[config.mk]
export PLATFORM = sky130hd
export DESIGN_NAME = en_divider_bank_flat
export DESIGN_NICKNAME = d
export VERILOG_FILES = /design/src/rtl/en_divider_bank_if.sv /design/src/rtl/en_divider_bank.sv /design/src/flat_wrapper.sv
export SDC_FILE = /design/constraint.sdc
export NUM_CORES = 1
export LEC_CHECK = 0
export CAP_MARGIN = 20
export CORE_UTILIZATION = 45
export DETAILED_ROUTE_END_ITERATION = 10
export GPL_ROUTABILITY_DRIVEN = 0
export HOLD_SLACK_MARGIN = 0.05
export PLACE_DENSITY = 0.81
export SLEW_MARGIN = 20
export SYNTH_ARGS = -nofsm -noshare
export SYNTH_HDL_FRONTEND = slang
export SYNTH_SLANG_ARGS = --single-unit
[constraint.sdc]
create_clock -name clk -period 7.1 [get_ports clk]
set_input_delay 1.42 -clock clk [delete_from_list [all_inputs] [get_ports clk]]
set_output_delay 1.42 -clock clk [all_outputs]
set_load 0.02 [all_outputs]
[src/rtl/en_divider_bank_if.sv]
// Bus bundle for en_divider_bank: global run/load control, configuration,
// per-channel control, and the generated enables plus debug state.
// The master side (controller or bench) drives control and config; the
// slave side (the divider bank) returns en_base, en_out, busy and cnt.
interface en_divider_bank_if #(
  parameter int NCH   = 4,
  parameter int CW    = 8,
  parameter int PRE_W = 8
);
  logic              en;
  logic              load;
  logic [PRE_W-1:0]  pre_div;
  logic [NCH*CW-1:0] div;
  logic [NCH*CW-1:0] phase;
  logic [NCH-1:0]    mode;
  logic [NCH-1:0]    trig;
  logic [NCH-1:0]    ch_en;
  logic              en_base;
  logic [NCH-1:0]    en_out;
  logic [NCH-1:0]    busy;
  logic [NCH*CW-1:0] cnt;

  modport master (
    output en, load, pre_div, div, phase, mode, trig, ch_en,
    input  en_base, en_out, busy, cnt
  );

  modport slave (
    input  en, load, pre_div, div, phase, mode, trig, ch_en,
    output en_base, en_out, busy, cnt
  );
endinterface

[src/rtl/en_divider_bank.sv]
// Multi-channel enable generator. A programmable prescaler turns the core
// clock into a base tick; each channel divides the base tick by its own
// ratio and fires a one-clock enable at a programmable phase, either
// continuously or once per trigger. Configuration is only taken at load.
// Optional build macro: ENDIV_STRETCH_EN stretches every en_out pulse to
// two clocks (fire edge plus the following edge).
module en_divider_bank #(
  parameter int NCH   = 4,
  parameter int CW    = 8,
  parameter int PRE_W = 8
) (
  input logic              clk,
  input logic              reset,
  en_divider_bank_if.slave bus
);

  typedef enum logic {
    IDLE = 1'b0,
    RUN  = 1'b1
  } ch_state_t;

  logic [PRE_W-1:0] pcnt;
  logic [PRE_W-1:0] pre_q;
  logic             base;
  logic [CW-1:0]    ccnt  [NCH];
  logic [CW-1:0]    div_q [NCH];
  logic [CW-1:0]    ph_q  [NCH];
  ch_state_t        state [NCH];
  logic [NCH-1:0]   ch_en_d;
  logic [NCH-1:0]   fire;
  logic [NCH-1:0]   en_out_q;
`ifdef ENDIV_STRETCH_EN
  logic [NCH-1:0]   fire_q;
`endif

  assign base        = bus.en & (pcnt == pre_q);
  assign bus.en_base = base;
  assign bus.en_out  = en_out_q;

  // Per-channel fire decode plus debug/status views of channel state.
  always_comb begin
    fire    = '0;
    bus.cnt = '0;
    bus.busy = '0;
    for (int i = 0; i < NCH; i++) begin
      fire[i] = base & (state[i] == RUN) & bus.ch_en[i] & (ccnt[i] == ph_q[i]);
      bus.cnt[i*CW +: CW] = ccnt[i];
      bus.busy[i] = (state[i] == RUN);
    end
  end

  // Prescaler: counts enabled clocks 0..pre_q; load restarts it with new period.
  always_ff @(posedge clk or posedge reset) begin
    if (reset) begin
      pcnt  <= '0;
      pre_q <= '0;
    end else if (bus.load) begin
      pcnt  <= '0;
      pre_q <= bus.pre_div;
    end else if (bus.en) begin
      if (pcnt == pre_q) begin
        pcnt <= '0;
      end else begin
        pcnt <= pcnt + PRE_W'(1);
      end
    end else begin
      pcnt <= pcnt;
    end
  end

  // Channel FSMs and counters; ch_en_d tracks ch_en to start continuous channels on a rising enable.
  always_ff @(posedge clk or posedge reset) begin
    if (reset) begin
      ch_en_d <= '0;
      for (int i = 0; i < NCH; i++) begin
        ccnt[i]  <= '0;
        div_q[i] <= '0;
        ph_q[i]  <= '0;
        state[i] <= IDLE;
      end
    end else begin
      ch_en_d <= bus.ch_en;
      for (int i = 0; i < NCH; i++) begin
        if (bus.load) begin
          ccnt[i]  <= '0;
          div_q[i] <= bus.div[i*CW +: CW];
          ph_q[i]  <= bus.phase[i*CW +: CW];
          // Continuous channels that are enabled start right away; one-shots wait for a trigger.
          state[i] <= (!bus.mode[i] && bus.ch_en[i]) ? RUN : IDLE;
        end else begin
          case (state[i])
            IDLE: begin
              if (bus.ch_en[i] && ((bus.mode[i] && bus.trig[i]) ||
                                   (!bus.mode[i] && !ch_en_d[i]))) begin
                state[i] <= RUN;
                ccnt[i]  <= '0;
              end else begin
                state[i] <= IDLE;
              end
            end
            RUN: begin
              if (base && bus.ch_en[i]) begin
                if (ccnt[i] == div_q[i]) begin
                  ccnt[i] <= '0;
                end else begin
                  ccnt[i] <= ccnt[i] + CW'(1);
                end
              end else begin
                ccnt[i] <= ccnt[i];
              end
              // A one-shot retires on the edge that produces its pulse.
              if (fire[i] && bus.mode[i]) begin
                state[i] <= IDLE;
              end else begin
                state[i] <= RUN;
              end
            end
            default: begin
              state[i] <= IDLE;
              ccnt[i]  <= '0;
            end
          endcase
        end
      end
    end
  end

  // Output register: one clock of latency after the fire condition.
  always_ff @(posedge clk or posedge reset) begin
    if (reset) begin
      en_out_q <= '0;
`ifdef ENDIV_STRETCH_EN
      fire_q   <= '0;
`endif
    end else if (bus.load) begin
      en_out_q <= '0;
`ifdef ENDIV_STRETCH_EN
      fire_q   <= '0;
`endif
    end else begin
`ifdef ENDIV_STRETCH_EN
      fire_q   <= fire;
      en_out_q <= fire | fire_q;
`else
      en_out_q <= fire;
`endif
    end
  end

endmodule
[src/flat_wrapper.sv]
// flat-port wrapper written by rule: the top's interface ports become plain ports
module en_divider_bank_flat 
#(
  parameter int NCH   = 4,
  parameter int CW    = 8,
  parameter int PRE_W = 8
)
  (clk, reset, bus_en, bus_load, bus_pre_div, bus_div, bus_phase, bus_mode, bus_trig, bus_ch_en, bus_en_base, bus_en_out, bus_busy, bus_cnt);
  en_divider_bank_if #(.NCH(NCH), .CW(CW), .PRE_W(PRE_W)) bus_i ();
  input logic clk;
  input logic reset;
  input wire logic [$bits(bus_i.en)-1:0] bus_en;
  input wire logic [$bits(bus_i.load)-1:0] bus_load;
  input wire logic [$bits(bus_i.pre_div)-1:0] bus_pre_div;
  input wire logic [$bits(bus_i.div)-1:0] bus_div;
  input wire logic [$bits(bus_i.phase)-1:0] bus_phase;
  input wire logic [$bits(bus_i.mode)-1:0] bus_mode;
  input wire logic [$bits(bus_i.trig)-1:0] bus_trig;
  input wire logic [$bits(bus_i.ch_en)-1:0] bus_ch_en;
  output wire logic [$bits(bus_i.en_base)-1:0] bus_en_base;
  output wire logic [$bits(bus_i.en_out)-1:0] bus_en_out;
  output wire logic [$bits(bus_i.busy)-1:0] bus_busy;
  output wire logic [$bits(bus_i.cnt)-1:0] bus_cnt;
  assign bus_i.en = bus_en;
  assign bus_i.load = bus_load;
  assign bus_i.pre_div = bus_pre_div;
  assign bus_i.div = bus_div;
  assign bus_i.phase = bus_phase;
  assign bus_i.mode = bus_mode;
  assign bus_i.trig = bus_trig;
  assign bus_i.ch_en = bus_ch_en;
  assign bus_en_base = bus_i.en_base;
  assign bus_en_out = bus_i.en_out;
  assign bus_busy = bus_i.busy;
  assign bus_cnt = bus_i.cnt;
  en_divider_bank #(.NCH(NCH), .CW(CW), .PRE_W(PRE_W)) u_core (.clk(clk), .reset(reset), .bus(bus_i));
endmodule
==> results of run 1 <==
==> routing by layer <==
| metal | routed length (um) | track usage |
|---|---|---|
| met4 | 170 | 0.06092 |
| met1 | 6219 | 0.2704 |
| met2 | 6955 | 0.3452 |
| met3 | 744 | 0.06705 |
| met5 | 0 | 0 |
==> final cells by class <==
| cell class | instances | area [um^2] |
|---|---|---|
| fill | 1029 | 5062 |
| clock buffer | 20 | 466.7 |
| timing repair buffer | 130 | 1294 |
| sequential | 124 | 3103 |
| tap | 176 | 220.2 |
| clock inverter | 12 | 167.7 |
| inverter | 14 | 55.05 |
| multi-input combinational | 358 | 2927 |
==> flip-flops by register name, indices dropped and copies added, names as in the netlist <==
| register | cells |
|---|---|
| u_core.div_q | 32 |
| u_core.ph_q | 32 |
| u_core.bus.busy | 4 |
| u_core.pre_q | 8 |
| u_core.pcnt | 8 |
| u_core.bus.cnt | 32 |
| u_core.ch_en_d | 4 |
| u_core.bus.en_out | 4 |
==> cells by family (layout without fill, tap and decap cells) <==
kind of cell | after synthesis | after routing | share of synthesized area
buffers and inverters | 32 | 176 | 0.02370
AO/OA/AOI/OAI | 77 | 77 | 0.09096
adder cells (fa/ha/maj) | 5 | 5 | 0.01013
AND/OR/NAND/NOR | 120 | 120 | 0.1169
flip-flops | 124 | 124 | 0.5024
XOR/XNOR | 76 | 76 | 0.1078
multiplexers | 80 | 80 | 0.1481
==> how the worst max path moves through the flow <==
stage          slack [ns]    from                 end
4_1_cts              2.71  bus_en         bus_en_base
3_5_place_dp         2.69  bus_en         bus_en_base
2_1_floorplan        2.38   reset  u_core.bus.busy[0]
6_report             2.71  bus_en         bus_en_base
3_3_place_gp         2.76  bus_en         bus_en_base
5_1_grt              2.64  bus_en         bus_en_base
==> where the power goes <==
group	leakage (nW)	internal (mW)	switching, mW
sequential	1.55	0.753	0.0324
clock	0.308	0.611	0.309
combinational	1.80	0.119	0.0873
total	3.66	1.48	0.429
==> metrics by stage <==
step                hold WS, ns    util  setup slack (ns)  std cells
floorplan                0.5008       -             2.381        514
finish                   0.5226  0.6192             2.712        834
global route             0.5375  0.6192             2.635        834
global placement         0.5111  0.5715             2.761        802
detailed placement       0.5162  0.5715             2.693        802
CTS                      0.5281  0.6192             2.711        834
==> cell usage in the layout, fill, tap and decap left out, types with 3 or more instances in the layout <==
master and count:
clkdlybuf4s50_1 127, dfrtp_1 124, mux2_2 75, xor2_1 60, and3_1 24, o22ai_1 24, clkbuf_16 17, nor4_1 16
xnor2_1 16, nor2b_1 15, a22o_1 15, nor2_1 13, inv_1 13, nand2_1 11, o21ai_0 8, nand2b_1 8
nand4_1 7, nor2_2 6, nand3_1 5, o2bb2ai_1 5, ha_1 5, clkinv_2 5, a21oi_1 4, a211o_1 4
a31o_2 4, mux2_4 4, bufinv_16 4, and4_1 3, a21o_1 3, nor3_1 3, a2bb2oi_1 3, clkinvlp_4 3
clkbuf_8 3, buf_4 3
==> results_dict.tcl, run 1 <==
set metrics [dict create \
    timing.critical_path.to_type "output port" \
    first_global_vias 4656 \
    route.detailed.drc 0 \
    worstHoldStart "u_core.div_q[12]" \
    max_freq_mhz 227.9 \
    period_share 0.6180 \
    hold_viol_final 0 \
    critPathMostFrequentCell "clkdlybuf4s50_1" \
    netlist_top_cells_count "124 x dfrtp_1, 75 x mux2_2, 60 x xor2_1" \
    number_of_cell_instances_on_the_worst_register_to_register_path 5 \
    antenna_violating_nets_post_route 0 \
    postSynthAreaPerCell_um2 12.02 \
    dr.first_iter.drc_count 238 \
    postSynthRegisterBits 124 \
    design.final.nets 738 \
    timing.critical_path.arrival_ns 2.97 \
    postRouteWirelength_um 14090 \
    cts_htree_levels 4 \
    drive_above_1_share 0.1976 \
    clkSinkCount 124 \
    crit_buf_inv 3 \
    regToRegSetupSlack_ns 4.97 \
    grt_setup_unrepaired "no" \
    yosys.cell_count.top_type "dfrtp_1" \
    max_slew.worst_pin.slew_ns 0.8718 \
    critPathMaxStageDelay_ns 0.67 \
    synth_sequential_area_ratio 0.5024 \
    global_route.usage.total 0.2121 \
    clk_pin_slew_worst_paths_ns 0.05 \
    row_count 42 \
    worst-endpoint-required_ns 5.68 \
    synth_area_leader_cell "dfrtp_1" \
    synth_fp_nets 607 \
    grt-ovfl-total 0 \
    post_cts_buffers 0 \
    drv.max_cap_violation_count 0 \
    pwr_density_cell_nw_per_um2 232.3 \
    number_of_antenna_violations_at_the_first_check_in_global_routing 0 \
    power_mw 1.913 \
    layout-area-overhead-vs-synth_pct 33.31 \
    number_of_flops_mapped_to_enable_cells_by_yosys 0 \
    ctsHoldBuffers 0 \
    skew_ns 0.007796 \
    status "completed" \
    tritoncts "yes" \
    core_um2 13300 \
    cp-start-kind "input port" \
    holdCritPathClass "register to register" \
    critical_path.cell_chain "clkdlybuf4s50_1, inv_1, nor2_1, clkdlybuf4s50_1" \
    timing.critical_path.slowest_stage_cell "clkdlybuf4s50_1" \
    grt_max_degree 71 \
    dpl.hpwl_um 9828 \
    synthesis.instances 514 \
    wire_per_inst_um 16.89 \
    die_area_um2 14200 \
    post_synth_instance_area_um2 6176 \
    boundaryPins 129 \
    die-height_um 119.2 \
    report.final.setup_viol 0 \
    synth_warnings 0 \
    cts-resized-gates 0 \
    via_count 4548 \
    port_buffers 128 \
    total_number_of_cells_along_the_worst_setup_path 4 \
    post_drt_via_cell_ratio 5.453 \
    min_period_ns 4.388 \
    irDropWorstVdd_mv 0.1517 \
    timing.hold.worst_path_depth 1 \
    max-clock-path-buffers 2 \
    synth_flop_cell "dfrtp_1" \
    r2r_start "u_core.pcnt[1]" \
    slew_viol_final 0 \
    post-synth-top-area-fraction 0.5024 \
    dr.pass1.iters 4 \
    timing.rr.end "u_core.bus.cnt[15]" \
    number_of_cts_inserted_buffers 17 \
    crit_fanout 9 \
    cells_taking_the_most_area_after_synthesis "dfrtp_1 50%, mux2_2 14%, xor2_1 8.5%" \
    crit_type "input port to output port" \
    worst_skew_pair.late_latency_ns 0.42 \
    synthArstFlopShare 1.000 \
    synth_cell_type_count 46 \
    finalInstanceArea_um2 8233 \
    critical-path-top-delay-family "buffers and inverters" \
    place_area_um2 7599 \
    fin_setup_tns_ns 0 \
    cts-root-buf "clkbuf_16" \
    die_w_um 119.2 \
    holdPathEnd "u_core.div_q[12]" \
    total_leakage_power_nw 3.656 \
    insertedDiodeCount 0 \
    initial_core_util 0.4645 \
    grt_pass1_wl_um 23490 \
    max_slew_margin 0.4188 \
]
Note: power is estimated with default switching activity, not from simulation.
==> run 2, diff against run 1 <==
clock period = 4.3 ns   (was 7.1 ns; I/O delays follow)
==> run 2 against run 1 <==
Effect of this change:
- die area is the same
- sequential power grew 65%
- register-to-register slack lost 2.9 ns
- largest cell class unchanged
- critical endpoint unchanged
- cell count is the same
- power grew 65%
- combinational power grew 68%
- critical path type is now register to output port
- largest power group unchanged
- clock power grew 64%
==> results_dict.tcl, run 2 (synthesis results as in run 1) <==
set metrics [dict create \
    status "completed" \
    antenna_violating_nets_post_route 0 \
    report.final.setup_viol 0 \
    post_drt_via_cell_ratio 5.502 \
    drive_above_1_share 0.1960 \
    critical-path-top-delay-family "simple AND/OR/NAND/NOR gates" \
    number_of_cell_instances_on_the_worst_register_to_register_path 5 \
    port_buffers 128 \
    period_share 0.7927 \
    met1Wirelength_um 6305 \
    number_of_cts_inserted_buffers 17 \
    dr.pass1.iters 4 \
    cts-root-buf "clkbuf_16" \
    top_layer "met4" \
    r2r_start "u_core.pcnt[6]" \
    worst-endpoint-required_ns 3.44 \
    design.final.nets 739 \
    cts_htree_levels 4 \
    dp_cells 803 \
    critical_path.cell_chain "xor2_1, nor4_4, nand3_1, nor2_1, clkdlybuf4s50_1" \
    max_slew.worst_pin.slew_ns 0.7464 \
    holdPathEnd "u_core.div_q[19]" \
    clkSinkCount 124 \
    wl_met3_um 770 \
    holdCritPathClass "register to register" \
    initial_core_util 0.4645 \
    number_of_antenna_violations_at_the_first_check_in_global_routing 0 \
    first_global_vias 4714 \
    tritoncts "yes" \
    layout-area-overhead-vs-synth_pct 33.57 \
    timing.hold.worst_path_depth 1 \
    max_freq_mhz 293.4 \
    worst_skew_pair.late_latency_ns 0.41 \
    crit_type "register to output port" \
    max_slew_margin 0.5024 \
    crit_fanout 9 \
    finish.cell_count_without_fillers 834 \
    die-height_um 119.2 \
    fillers 1029 \
    timing.critical_path.arrival_ns 2.55 \
    worstHoldStart "u_core.div_q[19]" \
    die_area_um2 14200 \
    min_period_ns 3.409 \
    dr.first_iter.drc_count 227 \
    drv.max_cap_violation_count 0 \
    total_leakage_power_nw 3.673 \
    met2RoutedLength_um 7166 \
    insertedDiodeCount 0 \
    skew_ns 0.007423 \
    cp-start-kind "register" \
    irDropWorstVdd_mv 0.2474 \
    mostFrequentLayoutCell "clkdlybuf4s50_1" \
    dpl.hpwl_um 9964 \
    via_count 4589 \
    row_count 42 \
    crit_buf_inv 1 \
    slew_viol_final 0 \
    critPathMaxStageDelay_ns 0.61 \
    cp-startpoint "u_core.pcnt[6]" \
    timing.rr.end "u_core.bus.cnt[13]" \
    final_cell_mix "127 x clkdlybuf4s50_1, 124 x dfrtp_1, 75 x mux2_2" \
    ctsHoldBuffers 0 \
    cts-resized-gates 0 \
    postRouteWirelength_um 14430 \
    clk_pin_slew_worst_paths_ns 0.06 \
    grt_max_degree 68 \
    boundaryPins 129 \
    wire_per_inst_um 17.30 \
    max-clock-path-buffers 2 \
    grt-ovfl-total 0 \
    post_cts_buffers 0 \
    global_route.usage.total 0.2150 \
    timing.critical_path.to_type "output port" \
    hold_viol_final 0 \
    core_um2 13300 \
    grt_pass1_wl_um 23810 \
    regToRegSetupSlack_ns 2.11 \
    fin_setup_tns_ns 0 \
    grt_setup_unrepaired "no" \
    die_w_um 119.2 \
    timing.critical_path.slowest_stage_cell "clkdlybuf4s50_1" \
    pwr_density_cell_nw_per_um2 382.3 \
    route.detailed.drc 0 \
]
run 2: worst max-delay path by stage:
stage,end,slack [ns],cells past startpoint
after floorplan,u_core.bus.busy[0],0.14,1
after global placement,bus_en_base,1.08,4
after detailed placement,bus_en_base,1.01,4
after CTS,bus_en_base,0.89,5
after global routing,bus_en_base,0.73,5
final,bus_en_base,0.89,5
run 2: final cells by class:
type / count / area (um^2) / area share
timing repair buffer: 131 / 1314 / 0.1593
multi-input combinational: 358 / 2927 / 0.3548
clock buffer: 25 / 525.5 / 0.06370
tap: 176 / 220.2 / 0.02669
clock inverter: 6 / 105.1 / 0.01274
inverter: 14 / 55.05 / 0.006674
sequential: 124 / 3103 / 0.3762
run 2: metrics by stage:
step,setup WS (ns),hold slack (ns),util,area [um^2],total power [mW]
final,0.8915,0.5223,0.6205,8249,3.154
after global routing,0.7265,0.5369,0.6205,8249,3.278
after CTS,0.8906,0.5287,0.6205,8249,3.186
after global placement,1.083,0.5108,0.5730,7619,1.648
after floorplan,0.1408,0.5008,-,6176,1.518
after detailed placement,1.010,0.5159,0.5730,7619,1.664
run 2: metal layers:
| layer | vias to the layer above | track usage |
|---|---|---|
| met5 | - | 0 |
| met4 | 0 | 0.07674 |
| met3 | 15 | 0.05747 |
| met2 | 138 | 0.3557 |
| met1 | 2297 | 0.2698 |
| li1 | 2139 | - |
run 2: report_power, final:
| group | switching (mW) | internal (mW) | total [mW] |
|---|---|---|---|
| clock | 0.495 | 1.01 | 1.51 |
| combinational | 0.148 | 0.199 | 0.347 |
| sequential | 0.0537 | 1.24 | 1.30 |
| total | 0.697 | 2.46 | 3.15 |
==> run 3, diff against run 2 <==
clock period = 3.3 ns   (was 4.3 ns; I/O delays follow)
==> run 3 against run 2 <==
Effect of this change:
- register-to-register slack lost 0.88 ns
- combinational power up 32%
- highest routed layer unchanged
- power up 19%
- largest power group is now sequential cells
- sequential power up 30%
- global-route usage down 0.22 points
- cell count up 0.48%
- non-clock buffer count rose by 6
- critical endpoint unchanged
- critical path type unchanged
==> results_dict.tcl, run 3 (synthesis results as in run 1) <==
set metrics [dict create \
    total_leakage_power_nw 3.623 \
    number_of_antenna_violations_at_the_first_check_in_global_routing 0 \
    critical_path.cell_chain "xor2_1, nor4_4, buf_4, nand3_1, nor2_1, clkdlybuf4s50_1" \
    cp-start-kind "register" \
    die_w_um 119.2 \
    max_slew.worst_pin.slew_ns 0.8105 \
    wire_per_inst_um 16.92 \
    max_slew_margin 0.4597 \
    max_freq_mhz 330.0 \
    antenna_violating_nets_post_route 0 \
    status "completed" \
    final_cell_mix "127 x clkdlybuf4s50_1, 124 x dfrtp_1, 75 x mux2_2" \
    report.final.setup_viol 0 \
    fin_setup_tns_ns 0 \
    min_period_ns 3.030 \
    critPathMaxStageDelay_ns 0.61 \
    post_drt_via_cell_ratio 5.364 \
    clk_pin_slew_worst_paths_ns 0.05 \
    post_cts_buffers 0 \
    ctsHoldBuffers 0 \
    via_count 4495 \
    place_area_um2 7652 \
    hold_ws_ns 0.5241 \
    layout-area-overhead-vs-synth_pct 31.91 \
    cts-resized-gates 0 \
    hold_viol_final 0 \
    tritoncts "yes" \
    met1Wirelength_um 6380 \
    boundaryPins 129 \
    grt_pass1_wl_um 23710 \
    dr.pass1.iters 4 \
    irDropWorstVdd_mv 0.3681 \
    insertedDiodeCount 0 \
    top_layer "met4" \
    wl_met3_um 734 \
    post-place-ws_ns 0.6976 \
    max-clock-path-buffers 2 \
    worst_skew_pair.late_latency_ns 0.42 \
    dr.first_iter.drc_count 168 \
    slew_viol_final 0 \
    skew_ns 0.01021 \
    timing.rr.end "u_core.bus.cnt[4]" \
    dpl.hpwl_um 10100 \
    timing.critical_path.to_type "output port" \
    power_mw 3.756 \
    fillers 1038 \
    drv.max_cap_violation_count 0 \
    route.detailed.drc 0 \
    drive_above_1_share 0.1918 \
    clkSinkCount 124 \
    timing.critical_path.arrival_ns 2.37 \
    number_of_cell_instances_on_the_worst_register_to_register_path 6 \
    worstHoldStart "u_core.ph_q[18]" \
    r2r_start "u_core.pcnt[6]" \
    core_um2 13300 \
    regToRegSetupSlack_ns 1.23 \
    die_area_um2 14200 \
    cts-root-buf "clkbuf_16" \
    layout_setup_ws_ns 0.2701 \
    die-height_um 119.2 \
    worst-endpoint-required_ns 2.64 \
    pwr_density_cell_nw_per_um2 461.0 \
    grt-ovfl-total 0 \
    period_share 0.9182 \
    finalInstanceArea_um2 8147 \
    first_global_vias 4795 \
    number_of_cts_inserted_buffers 17 \
    cts_htree_levels 4 \
    port_buffers 128 \
    grt_max_degree 65 \
    initial_core_util 0.4645 \
    met2RoutedLength_um 6837 \
    global_route.usage.total 0.2128 \
    postRouteWirelength_um 14180 \
    crit_type "register to output port" \
    row_count 42 \
    timing.hold.worst_path_depth 1 \
    holdPathEnd "u_core.ph_q[18]" \
    design.final.nets 745 \
    holdCritPathClass "register to register" \
    mostFrequentLayoutCell "clkdlybuf4s50_1" \
    grt_setup_unrepaired "no" \
    crit_fanout 9 \
    timing.critical_path.slowest_stage_cell "clkdlybuf4s50_1" \
]
## run 3: final cells by class
type	count	area (um^2)	share of cell area
clock buffers	26	479.2	0.05882
flip-flops and latches	124	3103	0.3809
repair buffers	137	1346	0.1653
well taps	176	220.2	0.02703
inverters	14	56.30	0.006911
multi-input cells	358	2927	0.3592
clock inverters	3	15.01	0.001843
## run 3: how the worst max path moves through the flow
stage | startpoint | end | slack, ns | cells past startpoint
after floorplan | reset | u_core.bus.busy[0] | 1.11 | 1
after global placement | bus_en | bus_en_base | 0.70 | 4
after detailed placement | u_core.pcnt[6] | bus_en_base | 0.70 | 6
after CTS | u_core.pcnt[6] | bus_en_base | 0.25 | 6
after global routing | u_core.pcnt[6] | bus_en_base | 0.15 | 6
final | u_core.pcnt[6] | bus_en_base | 0.27 | 6
## run 3: where the power goes
group / switching, mW / leakage [nW] / total (mW) / internal [mW]
clock: 0.627 / 0.244 / 1.61 / 0.980
combinational: 0.193 / 1.83 / 0.457 / 0.264
sequential: 0.0705 / 1.55 / 1.69 / 1.62
total: 0.890 / 3.62 / 3.76 / 2.87
## run 3: routing by layer
layer  track usage  up-vias
met4       0.06962        0
met1        0.2726     2205
li1              -     2141
met2        0.3474      130
met3       0.05843       19
met5             0        -
## run 3: worst max-delay path, delay by kind of cell, from the launching register on
family | cells | cell delay, ns
buf+inv | 2 | 0.82
xor+xnor | 1 | 0.20
flops | 1 | 0.42
simple gates | 3 | 0.53
## run 3: per-stage QoR
step,util,std cells
6_report,0.6127,838
5_1_grt,0.6127,838
4_1_cts,0.6127,838
3_5_place_dp,0.5756,809
3_3_place_gp,0.5756,809
2_1_floorplan,-,514
